### src/rtl/shader_prog_arbiter.sv
// Shares a single-port instruction memory between shader-core reads and buffered SPI loader writes.
// Writes drain in idle cycles, are forced after a starvation limit, or commit atomically at frame start.
module shader_prog_arbiter #(
  parameter int ADDR_W     = 4,
  parameter int DATA_W     = 8,
  parameter int FIFO_DEPTH = 4,
  parameter int STARVE_LIM = 8
) (
  input  logic              clk_i,
  input  logic              rst_ni,
  input  logic              exec_req_i,
  input  logic [ADDR_W-1:0] exec_addr_i,
  output logic              exec_gnt_o,
  output logic              exec_rvalid_o,
  output logic [DATA_W-1:0] exec_rdata_o,
  input  logic              wr_valid_i,
  output logic              wr_ready_o,
  input  logic [ADDR_W-1:0] wr_addr_i,
  input  logic [DATA_W-1:0] wr_data_i,
  input  logic              sync_i,
  input  logic              commit_i,
  output logic              pending_o,
  output logic              mem_en_o,
  output logic              mem_we_o,
  output logic [ADDR_W-1:0] mem_addr_o,
  output logic [DATA_W-1:0] mem_wdata_o,
  input  logic [DATA_W-1:0] mem_rdata_i
);

  localparam int PTR_W = $clog2(FIFO_DEPTH);
  localparam int CNT_W = PTR_W + 1;
  localparam int STV_W = $clog2(STARVE_LIM + 1);

  typedef enum logic [1:0] {RUN, HOLD, DRAIN} state_t;

  state_t            state, state_nxt;
  logic [ADDR_W-1:0] fifo_addr [FIFO_DEPTH];
  logic [DATA_W-1:0] fifo_data [FIFO_DEPTH];
  logic [PTR_W-1:0]  rd_ptr, wr_ptr;
  logic [CNT_W-1:0]  count, drain_n, drain_n_nxt;
  logic [STV_W-1:0]  starve_cnt, starve_nxt;
  logic              push, pop, nonempty, forced, gnt;

  assign nonempty   = (count != '0);
  assign wr_ready_o = (count != CNT_W'(FIFO_DEPTH));
  assign push       = wr_valid_i & wr_ready_o;
  assign forced     = nonempty && (starve_cnt == STV_W'(STARVE_LIM));

  always_comb begin
    state_nxt   = state;
    drain_n_nxt = drain_n;
    starve_nxt  = '0;
    gnt         = 1'b0;
    pop         = 1'b0;
    case (state)
      RUN: begin
        pop = nonempty && (!exec_req_i || forced);
        gnt = exec_req_i && !forced;
        if (nonempty && !pop && (starve_cnt < STV_W'(STARVE_LIM)))
          starve_nxt = starve_cnt + STV_W'(1);
        if (sync_i)
          state_nxt = HOLD;
      end
      HOLD: begin
        gnt = exec_req_i;
        if (commit_i && nonempty) begin
          state_nxt   = DRAIN;
          drain_n_nxt = count;
        end else if (!sync_i) begin
          state_nxt = RUN;
        end
      end
      DRAIN: begin
        // Only the entries counted at commit drain; late pushes wait for the next frame.
        pop         = 1'b1;
        drain_n_nxt = drain_n - CNT_W'(1);
        if (drain_n == CNT_W'(1))
          state_nxt = sync_i ? HOLD : RUN;
      end
      default: state_nxt = RUN;
    endcase
    // Memory must stay idle while reset is held, whatever the core requests.
    gnt = gnt & rst_ni;
    pop = pop & rst_ni;
  end

  assign exec_gnt_o   = gnt;
  assign mem_en_o     = gnt | pop;
  assign mem_we_o     = pop;
  assign mem_addr_o   = pop ? fifo_addr[rd_ptr] : exec_addr_i;
  assign mem_wdata_o  = fifo_data[rd_ptr];
  assign exec_rdata_o = mem_rdata_i;
  assign pending_o    = nonempty | (state == DRAIN);

  // Control state: async reset discards buffered writes and aborts a drain.
  always_ff @(posedge clk_i or negedge rst_ni) begin
    if (!rst_ni) begin
      state         <= RUN;
      rd_ptr        <= '0;
      wr_ptr        <= '0;
      count         <= '0;
      drain_n       <= '0;
      starve_cnt    <= '0;
      exec_rvalid_o <= 1'b0;
    end else begin
      state         <= state_nxt;
      drain_n       <= drain_n_nxt;
      starve_cnt    <= starve_nxt;
      exec_rvalid_o <= gnt;
      if (push) wr_ptr <= wr_ptr + PTR_W'(1);
      if (pop)  rd_ptr <= rd_ptr + PTR_W'(1);
      case ({push, pop})
        2'b10:   count <= count + CNT_W'(1);
        2'b01:   count <= count - CNT_W'(1);
        default: count <= count;
      endcase
    end
  end

  // Buffer storage carries no reset.
  always_ff @(posedge clk_i) begin
    if (push) begin
      fifo_addr[wr_ptr] <= wr_addr_i;
      fifo_data[wr_ptr] <= wr_data_i;
    end
  end

endmodule

### config.mk
export PLATFORM = sky130hd
export DESIGN_NAME = shader_prog_arbiter
export DESIGN_NICKNAME = d
export VERILOG_FILES = /design/src/rtl/shader_prog_arbiter.sv
export SDC_FILE = /design/constraint.sdc
export NUM_CORES = 1
export LEC_CHECK = 0
export ABC_CLOCK_PERIOD_IN_PS = 7200
export CORE_UTILIZATION = 40
export DETAILED_ROUTE_END_ITERATION = 7
export PLACE_DENSITY_LB_ADDON = 0.05
export SYNTH_ARGS = -nofsm -noshare
export SYNTH_HDL_FRONTEND = slang
export SYNTH_SLANG_ARGS = --single-unit
export TNS_END_PERCENT = 10
### constraint.sdc
create_clock -name clk_i -period 7.2 [get_ports clk_i]
set_clock_uncertainty 0.15 [all_clocks]
set_input_delay 1.08 -clock clk_i [delete_from_list [all_inputs] [get_ports clk_i]]
set_output_delay 1.08 -clock clk_i [all_outputs]
set_load 0.005 [all_outputs]
==> reports/results.ini, run 1 <==
[clock_network]
cts_tree=done
htreeDepth=3
worstSkewPairLatency_ns=0.33
clk_path_buf_depth=2
holdBufCountCts=0
root_buffer=clkbuf_8
cts.clk_slew.worst_paths_ns=0.07
cts_resized=0
cts_sinks=65
post_cts_buffers=0
numCtsBuffers=9

[yosys]
postSynthAreaPerCell_um2=16.9
ys_warn_count=0
ys_types=34
ys_seq_area_share_pct=66.3
synth_edf_count=48
synth_nets=207
synth_ff_type=edfxtp_1
async_flop_share_pct=26.2
syn_area_mm2=0.00282
synth_seq_cells=65
synthCells=167

[route]
drc=0
wl_mm=4.88
viasPerCell=4.83
wl_per_cell_um=15.9
num_vias=1478
drtIter0Drc=64
drtPass1Iterations=4
ant_nets=0

[setup_path]
crit_chain=clkdlybuf4s50_1, buf_4, inv_1, a2111oi_4, mux2_2, clkdlybuf4s50_1
r2r_setup_slack_ns=4.45
r2r_start=starve_cnt[0]
max_stage_delay_ns=0.62
path_common_cell=clkdlybuf4s50_1
arrival_ns=3.41
critPathSlowestCell=a2111oi_4
worstSetupPathType=in -> out
regToRegEndpoint=count[1]
worstPathRequired_ns=5.97
reg2reg_depth=7
crit_path_max_fanout=20
crit_path_end_kind=output port
endpoint=mem_addr_o[3]
crit_start=rst_ni
startpoint_type=input port

[grt]
grt_remaining_overflow=0
first_global_vias=1604
grt_pass1_wl_mm=7.98
grt_util_all_layers_pct=15.0
grt_max_degree=21
antenna_found_initial=0

[final_layout]
layout_common_cells=48 x edfxtp_1, 39 x clkdlybuf4s50_1, 17 x dfrtp_1, 12 x mux4_2
fin_area_mm2=0.00345
n_antenna_cell=0
layout_commonest_cell=edfxtp_1
drive_gt1_share_pct=17.6
area_growth_pct=22.4
n_fill_cell=591
fin_nets=245

[timing]
final.period_utilization_pct=64.5
worst_slack_ns=2.56
fmax_ghz=0.215
tightest_slew_ns=0.922
hold_viol_final=0
final_max_slew_viol_count=0
rsz0062_at_grt=no
max_slew_margin_pct=37.8
timing.final.setup_violations=0
setup_tns_ns=0
min_period_ns=4.64

[placement]
dp_hpwl_mm=3.24
gp_congestion=0.688
place_area_mm2=0.00325
io_buffers=39
pre_cts_ws_ns=2.54

[pwr]
peakVddDrop_uv=175
p_per_area_mw_per_mm2=376
p_sw_share_pct=30.2
power_switching_uw=391
internal_power_uw=906
pwr-share-comb_pct=30.6
p_seq_share_pct=46.1
p_leak_nw=1.24
power.share.clock_pct=23.2

[outcome]
outcome=finished, final reports clean

[floorplan]
core_area_mm2=0.00679
start_util_pct=41.5
die_w_um=85.9
std_cell_rows=30
dieArea_mm2=0.00738
io_pins=56
die_h_um=85.9

[hold_path]
min_path_type=reg -> reg

[flow_run]
cap_violations=0

==> worst min path at each step <==
stage                         end  cells after the start     startpoint
floorplan           starve_cnt[0]                      1  starve_cnt[0]
global placement    starve_cnt[0]                      1  starve_cnt[0]
detailed placement  starve_cnt[0]                      1  starve_cnt[0]
CTS                 starve_cnt[0]                      1  starve_cnt[0]
global route        starve_cnt[0]                      1  starve_cnt[0]
finish              starve_cnt[0]                      1  starve_cnt[0]
==> Yosys cell counts (2+ instances only) <==
| cell | n | area share (%) |
|---|---|---|
| nand2b_1 | 2 | 0.44 |
| and2_1 | 2 | 0.44 |
| xnor2_1 | 5 | 1.6 |
| mux2_2 | 8 | 3.2 |
| mux4_2 | 12 | 9.6 |
| inv_1 | 9 | 1.2 |
| edfxtp_1 | 48 | 51 |
| nand2_1 | 3 | 0.40 |
| nand3b_1 | 2 | 0.53 |
| dfrtp_1 | 17 | 15 |
| clkbuf_1 | 3 | 0.40 |
| nor3_1 | 3 | 0.53 |
| and3_1 | 4 | 0.89 |
| a31oi_1 | 2 | 0.44 |
| buf_2 | 2 | 0.36 |
| xor2_1 | 3 | 0.93 |
| a22oi_1 | 2 | 0.53 |
| nor2_1 | 5 | 0.67 |
| nor2b_1 | 5 | 1.1 |
| buf_4 | 8 | 2.1 |
| ha_1 | 9 | 4.0 |
==> power by group through the flow <==
stage | combinational (mW) | clock [mW] | sequential, mW
finish | 0.397 | 0.301 | 0.598
global route | 0.439 | 0.326 | 0.617
CTS | 0.407 | 0.309 | 0.602
detailed placement | 0.403 | 0 | 0.610
global placement | 0.393 | 0 | 0.605
floorplan | 0.291 | 0 | 0.547
==> metal layers <==
layer	global-route usage, %	wire [um]
met1	19.0	2230
met2	23.4	2300
met3	5.20	263
met4	6.36	81
met5	0	0
==> worst max-delay path, delay by kind of cell <==
kind,cells,cell delay [ns]
buffers and inverters,4,1.30
AOI/OAI and AO/OA,1,0.62
muxes,1,0.40
==> cell families (layout without fill, tap and decap cells) <==
group	after synthesis	count (layout)	share of synthesized area (%)
flops	65	65	66.3
simple gates	30	30	5.99
fa+ha+maj	10	10	4.71
buf+inv	22	65	4.09
xor+xnor	8	8	2.49
compound gates	12	12	3.69
mux	20	20	12.8
==> final cells by class <==
cell class / count / area, um^2 / share of cell area (%)
Clock buffer: 10 / 128 / 3.70
Clock inverter: 6 / 67.6 / 1.96
Inverter: 9 / 33.8 / 0.979
Multi-Input combinational cell: 80 / 836 / 24.2
Sequential cell: 65 / 1870 / 54.1
Tap cell: 96 / 120 / 3.48
Timing Repair Buffer: 40 / 398 / 11.5
==> registers in the layout, indices dropped and copies added (netlist names) <==
register / count
starve_cnt: 4
drain_n: 3
state: 2
fifo_data: 32
wr_ptr: 2
exec_rvalid_o: 1
fifo_addr: 16
count: 3
rd_ptr: 2
==> through the flow <==
step / std cells / power [mW] / util (%) / hold slack [ns]
finish: 306 / 1.30 / 50.8 / 0.340
global route: 306 / 1.38 / 50.8 / 0.363
CTS: 306 / 1.32 / 50.8 / 0.341
detailed placement: 290 / 1.01 / 47.9 / 0.331
global placement: 290 / 0.998 / 47.9 / 0.314
floorplan: 167 / 0.838 / - / 0.303
No activity file was read; power rests on OpenSTA's default activity.
==> inputs of run 2 (changes only) <==
--- a/config.mk
+++ b/config.mk
@@ -5,7 +5,7 @@
 export SDC_FILE = /design/constraint.sdc
 export NUM_CORES = 1
 export LEC_CHECK = 0
-export ABC_CLOCK_PERIOD_IN_PS = 7200
+export ABC_CLOCK_PERIOD_IN_PS = 3950
 export CORE_UTILIZATION = 40
 export DETAILED_ROUTE_END_ITERATION = 7
 export PLACE_DENSITY_LB_ADDON = 0.05
==> constraint.sdc (replaced) <==
create_clock -name clk_i -period 3.95 [get_ports clk_i]
set_clock_uncertainty 0.15 [all_clocks]
set_input_delay 0.5925 -clock clk_i [delete_from_list [all_inputs] [get_ports clk_i]]
set_output_delay 0.5925 -clock clk_i [all_outputs]
set_load 0.005 [all_outputs]
==> run 2 against run 1 <==
Compared with the run above: combinational power rose by 90%; first-iteration DRC count rose by 16%; register-to-register slack got worse by 3.2 ns; cell count did not move; clock power rose by 95%; sequential power rose by 81%.
==> reports/results.ini, run 2 (synthesis gave the netlist of run 1 again) <==
[clock_network]
clk_path_buf_depth=2  ; unchanged
cts.clk_slew.worst_paths_ns=0.07  ; about the same
root_buffer=clkbuf_8  ; unchanged
htreeDepth=3  ; unchanged
post_cts_buffers=0  ; unchanged
numCtsBuffers=9  ; unchanged
holdBufCountCts=0  ; unchanged
cts_tree=done  ; unchanged
cts_resized=0  ; unchanged
worstSkewPairLatency_ns=0.33  ; about the same
cts_sinks=65  ; unchanged

[grt]
first_global_vias=1586  ; was 1,604
grt_pass1_wl_mm=8.22  ; was 7.98 mm
grt_util_all_layers_pct=15.5  ; was 15.0%
antenna_found_initial=0  ; unchanged
grt_max_degree=20  ; was 21
grt_remaining_overflow=0  ; unchanged

[route]
wl_met2_mm=2.40  ; was 2.30 mm
drtPass1Iterations=4  ; unchanged
num_vias=1509  ; was 1,478
drt-met1-wl_mm=2.28  ; was 2.23 mm
ant_nets=0  ; unchanged
drtIter0Drc=74  ; was 64
route.met3.wl_um=271  ; was 263 um
wl_per_cell_um=16.5  ; was 15.9 um
wl_mm=5.05  ; was 4.88 mm
highest_layer=met4  ; unchanged
viasPerCell=4.93  ; was 4.83
drc=0  ; unchanged

[final_layout]
area_growth_pct=23.1  ; was 22.4%
largest_reg_flops=32  ; unchanged
top_register=fifo_data  ; unchanged
drive_gt1_share_pct=17.6  ; unchanged
layout_common_cells=48 x edfxtp_1, 39 x clkdlybuf4s50_1, 17 x dfrtp_1, 12 x mux4_2  ; unchanged
finish.utilization_pct=51.1  ; was 50.8%
n_antenna_cell=0  ; unchanged
layout_commonest_cell=edfxtp_1  ; unchanged
largestRegisters=fifo_data: 32 flops, fifo_addr: 16 flops, starve_cnt: 4 flops  ; unchanged
fin_nets=246  ; was 245

[timing]
tightest_slew_ns=1.08  ; was 0.922 ns
min_period_ns=3.44
rsz0062_at_grt=no  ; unchanged
setup_tns_ns=0  ; unchanged
final_max_slew_viol_count=0  ; unchanged
fmax_ghz=0.291
final.period_utilization_pct=87.1
max_slew_margin_pct=26.9  ; was 37.8%
hold_viol_final=0  ; unchanged
timing.final.setup_violations=0  ; unchanged

[hold_path]
min_from=starve_cnt[0]  ; unchanged
whs_path_depth=1  ; unchanged
min_path_type=reg -> reg  ; unchanged

[setup_path]
crit_path_end_kind=output port  ; unchanged
worstSetupPathType=in -> out  ; unchanged
reg2reg_depth=7  ; unchanged
startpoint_type=input port  ; unchanged
worstPathRequired_ns=3.21  ; was 5.97 ns
critical_path.top_delay_family=buffers and inverters  ; unchanged
path_common_cell=clkdlybuf4s50_1  ; unchanged
crit_start=exec_req_i  ; was rst_ni
critPathSlowestCell=a2111oi_4  ; unchanged
crit_chain=clkdlybuf4s50_1, nor2b_1, a2111oi_4, mux2_2, clkdlybuf4s50_1  ; was clkdlybuf4s50_1, buf_4, inv_1, a2111oi_4, mux2_2, clkdlybuf4s50_1
cp.buffers_inverters=2  ; was 4
arrival_ns=2.70  ; was 3.41 ns
crit_path_max_fanout=7  ; was 20
critical_path_depth=5  ; was 6
r2r_start=starve_cnt[0]  ; unchanged
max_stage_delay_ns=0.66  ; was 0.62 ns

[pwr]
p_sw_share_pct=29.2  ; was 30.2%
peakVddDrop_uv=277  ; was 175 uV
power.share.clock_pct=24.3  ; was 23.2%
p_per_area_mw_per_mm2=697  ; was 376 mW/mm^2
power_switching_uw=705  ; was 391 uW
p_seq_share_pct=44.5  ; was 46.1%
pwr-share-comb_pct=31.3  ; was 30.6%
p_leak_nw=1.25  ; was 1.24 nW
internal_power_mw=1.71  ; was 906 uW

[floorplan]
dieArea_mm2=0.00738  ; unchanged
io_pins=56  ; unchanged
std_cell_rows=30  ; unchanged
die_h_um=85.9  ; unchanged
core_area_mm2=0.00679  ; unchanged
die_w_um=85.9  ; unchanged
start_util_pct=41.5  ; unchanged

[placement]
dp_hpwl_mm=3.45  ; was 3.24 mm
io_buffers=39  ; unchanged
gp_congestion=0.742  ; was 0.688

[flow_run]
cap_violations=0  ; unchanged

[outcome]
outcome=finished, final reports clean  ; unchanged

[run 2: power by group through the flow]
stage / registers [mW] / clock network, mW / logic [mW]
after global placement: 1.08 / 0 / 0.751
final: 1.08 / 0.587 / 0.756
after global routing: 1.11 / 0.630 / 0.842
after CTS: 1.08 / 0.603 / 0.775
after detailed placement: 1.10 / 0 / 0.767
after floorplan: 0.997 / 0 / 0.531
[run 2: area by class of cell]
type	count	area [um^2]
Clock inverter	6	83.8
Timing Repair Buffer	41	405
Tap cell	96	120
Inverter	9	33.8
Fill cell	570	3320
Sequential cell	65	1870
Clock buffer	9	124
Multi-Input combinational cell	80	836
[run 2: final timing paths]
check	slack, ns	endpoint
worst max register to register	1.26	count[1]
min in group asynchronous	0.49	drain_n[0]
worst min register to register	0.34	starve_cnt[0]
max in group asynchronous	2.96	rd_ptr[0]
worst max-delay path	0.51	mem_addr_o[3]
worst min-delay path	0.34	starve_cnt[0]
[run 2: routing by layer]
| layer | track usage, % | vias to the layer above |
|---|---|---|
| li1 | - | 695 |
| met1 | 20.7 | 756 |
| met2 | 23.6 | 47 |
| met3 | 3.37 | 11 |
| met4 | 8.94 | 0 |
| met5 | 0 | - |
[run 2: stage by stage]
stage                     total power, mW  hold WS (ns)  worst slack (ns)  instances  cell area, um^2
final                                2.42         0.338             0.509        306             3470
after global routing                 2.58         0.374             0.414        306             3470
after CTS                            2.46         0.339             0.484        306             3470
after detailed placement             1.86         0.329             0.496        291             3260
after global placement               1.83         0.318             0.534        291             3260
after floorplan                      1.53         0.147              1.45        167             2820
==> inputs of run 3 (changes only) <==
--- a/config.mk
+++ b/config.mk
@@ -6,6 +6,7 @@
 export NUM_CORES = 1
 export LEC_CHECK = 0
 export ABC_CLOCK_PERIOD_IN_PS = 3950
+export CORE_MARGIN = 2
 export CORE_UTILIZATION = 40
 export DETAILED_ROUTE_END_ITERATION = 7
 export PLACE_DENSITY_LB_ADDON = 0.05
==> run 3 against run 2 <==
Compared with the run above: sequential power is essentially flat; global-route usage shrank 0.40 points; setup slack gained 0.012 ns; routed wire length grew 3.0%; maximum frequency grew 0.36%; hold slack gained 0.0077 ns; core utilization shrank 0.29 points; first-iteration DRC count grew 30%; total power shrank 2.1%; count of clock-buffer cells in the layout grew 2; cell count grew 0.33%; critical path depth is the same.
==> reports/results.ini, run 3 (synthesis gave the netlist of run 1 again) <==
[placement]
dp_hpwl_mm=3.52  ; was 3.45 mm
place_area_mm2=0.00326  ; unchanged
gp_congestion=0.720  ; was 0.742
io_buffers=39  ; unchanged

[final_layout]
layout_common_cells=48 x edfxtp_1, 39 x clkdlybuf4s50_1, 17 x dfrtp_1, 12 x mux4_2  ; unchanged
drive_gt1_share_pct=17.5  ; was 17.6%
multi_input_area_um2=836  ; unchanged
final-seq-area_mm2=0.00187  ; unchanged
fin_nets=246  ; unchanged
area_growth_pct=22.4  ; was 23.1%
fin_area_mm2=0.00345  ; was 0.00347 mm^2
layout_commonest_cell=edfxtp_1  ; unchanged
largestRegisters=fifo_data: 32 flops, fifo_addr: 16 flops, starve_cnt: 4 flops  ; unchanged
top_register=fifo_data  ; unchanged
n_antenna_cell=0  ; unchanged
n_fill_cell=587  ; was 570
finish.utilization_pct=50.8  ; was 51.1%
largest_reg_flops=32  ; unchanged

[setup_path]
crit_path_max_fanout=7  ; unchanged
worstSetupPathType=in -> out  ; unchanged
cp.buffers_inverters=2  ; unchanged
crit_path_end_kind=output port  ; unchanged
r2r_start=state[1]  ; was starve_cnt[0]
startpoint_type=input port  ; unchanged
path_common_cell=clkdlybuf4s50_1  ; unchanged
arrival_ns=2.69  ; was 2.70 ns
critical_path.top_delay_family=buffers and inverters  ; unchanged
crit_start=exec_req_i  ; unchanged
critPathSlowestCell=a2111oi_4  ; unchanged
worstPathRequired_ns=3.21  ; about the same
max_stage_delay_ns=0.66  ; about the same
crit_chain=clkdlybuf4s50_1, nor2b_1, a2111oi_4, mux2_2, clkdlybuf4s50_1  ; unchanged

[clock_network]
worstSkewPairLatency_ns=0.33  ; about the same
cts.clk_slew.worst_paths_ns=0.07  ; about the same
clk_path_buf_depth=2  ; unchanged
cts_resized=0  ; unchanged
post_cts_buffers=0  ; unchanged
numCtsBuffers=9  ; unchanged
cts_tree=done  ; unchanged
root_buffer=clkbuf_8  ; unchanged
htreeDepth=3  ; unchanged
holdBufCountCts=0  ; unchanged
cts_sinks=65  ; unchanged

[grt]
grt_pass1_wl_mm=8.32  ; was 8.22 mm
first_global_vias=1639  ; was 1,586
grt_util_all_layers_pct=15.1  ; was 15.5%
grt_remaining_overflow=0  ; unchanged
grt_max_degree=20  ; unchanged
antenna_found_initial=0  ; unchanged

[route]
drtPass1Iterations=4  ; unchanged
ant_nets=0  ; unchanged
wl_per_cell_um=16.9  ; was 16.5 um
drtIter0Drc=96  ; was 74
drc=0  ; unchanged
num_vias=1519  ; was 1,509
viasPerCell=4.95  ; was 4.93
wl_mm=5.20  ; was 5.05 mm

[floorplan]
std_cell_rows=30  ; unchanged
start_util_pct=41.5  ; unchanged
core_area_mm2=0.00679  ; unchanged
die_w_um=87.9  ; was 85.9 um
die_h_um=87.9  ; was 85.9 um
io_pins=56  ; unchanged
dieArea_mm2=0.00773  ; was 0.00738 mm^2

[pwr]
pwr-share-comb_pct=31.8  ; was 31.3%
p_sw_share_pct=30.1  ; was 29.2%
peakVddDrop_uv=330  ; was 277 uV
p_per_area_mw_per_mm2=687  ; was 697 mW/mm^2
power.share.clock_pct=22.4  ; was 24.3%
internal_power_mw=1.66  ; was 1.71 mW
p_seq_share_pct=45.7  ; was 44.5%
power_switching_uw=712  ; was 705 uW
p_leak_nw=1.24  ; was 1.25 nW

[timing]
min_period_ns=3.43  ; was 3.44 ns
hold_viol_final=0  ; unchanged
fin_hold_ws_ns=0.346  ; was 0.338 ns
fmax_ghz=0.292  ; was 0.291 GHz
tightest_slew_ns=0.916  ; was 1.08 ns
rsz0062_at_grt=no  ; unchanged
timing.final.setup_violations=0  ; unchanged
setup_tns_ns=0  ; unchanged
final.period_utilization_pct=86.8  ; was 87.1%
final_max_slew_viol_count=0  ; unchanged
max_slew_margin_pct=38.2  ; was 26.9%

[outcome]
outcome=finished, final reports clean  ; unchanged

[hold_path]
min_path_type=reg -> reg  ; unchanged
min_from=starve_cnt[0]  ; unchanged

[flow_run]
cap_violations=0  ; unchanged

run 3: cell count changes in the layout (fill, tap and decap cells not counted):
cell / before / now
clkinv_1: 1 / 0
bufinv_16: 2 / 1
clkbuf_1: 0 / 2
clkinvlp_4: 2 / 1
clkinv_2: 1 / 2
clkinv_4: 0 / 1
run 3: final timing paths:
| check | to | slack, ns | cells past startpoint |
|---|---|---|---|
| setup / recovery | mem_addr_o[0] | 0.52 | 5 |
| hold / removal | starve_cnt[0] | 0.35 | 1 |
| setup reg to reg | count[2] | 1.25 | 7 |
| hold reg to reg | starve_cnt[0] | 0.35 | 1 |
| max in group asynchronous | rd_ptr[1] | 2.93 | 2 |
| min in group asynchronous | drain_n[0] | 0.52 | 2 |
run 3: power groups by stage:
stage / Combinational [mW] / Clock [mW] / Sequential, mW
after floorplan: 0.531 / 0 / 0.997
after global placement: 0.736 / 0 / 1.08
after detailed placement: 0.766 / 0 / 1.10
after CTS: 0.773 / 0.544 / 1.09
after global routing: 0.842 / 0.580 / 1.11
final: 0.754 / 0.532 / 1.08
run 3: final cells by class:
class	count	share of cell area (%)
Sequential cell	65	54.1
Clock buffer	11	3.81
Multi-Input combinational cell	80	24.2
Inverter	9	0.979
Timing Repair Buffer	41	11.8
Tap cell	96	3.48
Clock inverter	5	1.63
run 3: routing by layer:
| metal | global-route usage, % | vias to the layer above | wire length, um |
|---|---|---|---|
| li1 | - | 703 | - |
| met3 | 4.24 | 9 | 221 |
| met1 | 20.0 | 769 | 2460 |
| met4 | 8.25 | 0 | 85 |
| met5 | 0 | - | 0 |
| met2 | 22.7 | 38 | 2430 |
run 3: worst register-to-register path, delay by kind of cell, from the launching register on:
kind / cells / cell delay [ns]
AOI/OAI and AO/OA: 1 / 0.20
adders and majority gates: 2 / 0.66
xor gates and xnor gates: 2 / 0.31
DFF: 1 / 0.50
and+or+nand+nor: 2 / 0.75
run 3: stage by stage:
step | cells | total power [mW] | setup slack, ns
after floorplan | 167 | 1.53 | 1.45
after global placement | 291 | 1.82 | 0.533
after detailed placement | 291 | 1.87 | 0.478
after CTS | 307 | 2.41 | 0.479
after global routing | 307 | 2.53 | 0.381
final | 307 | 2.37 | 0.521
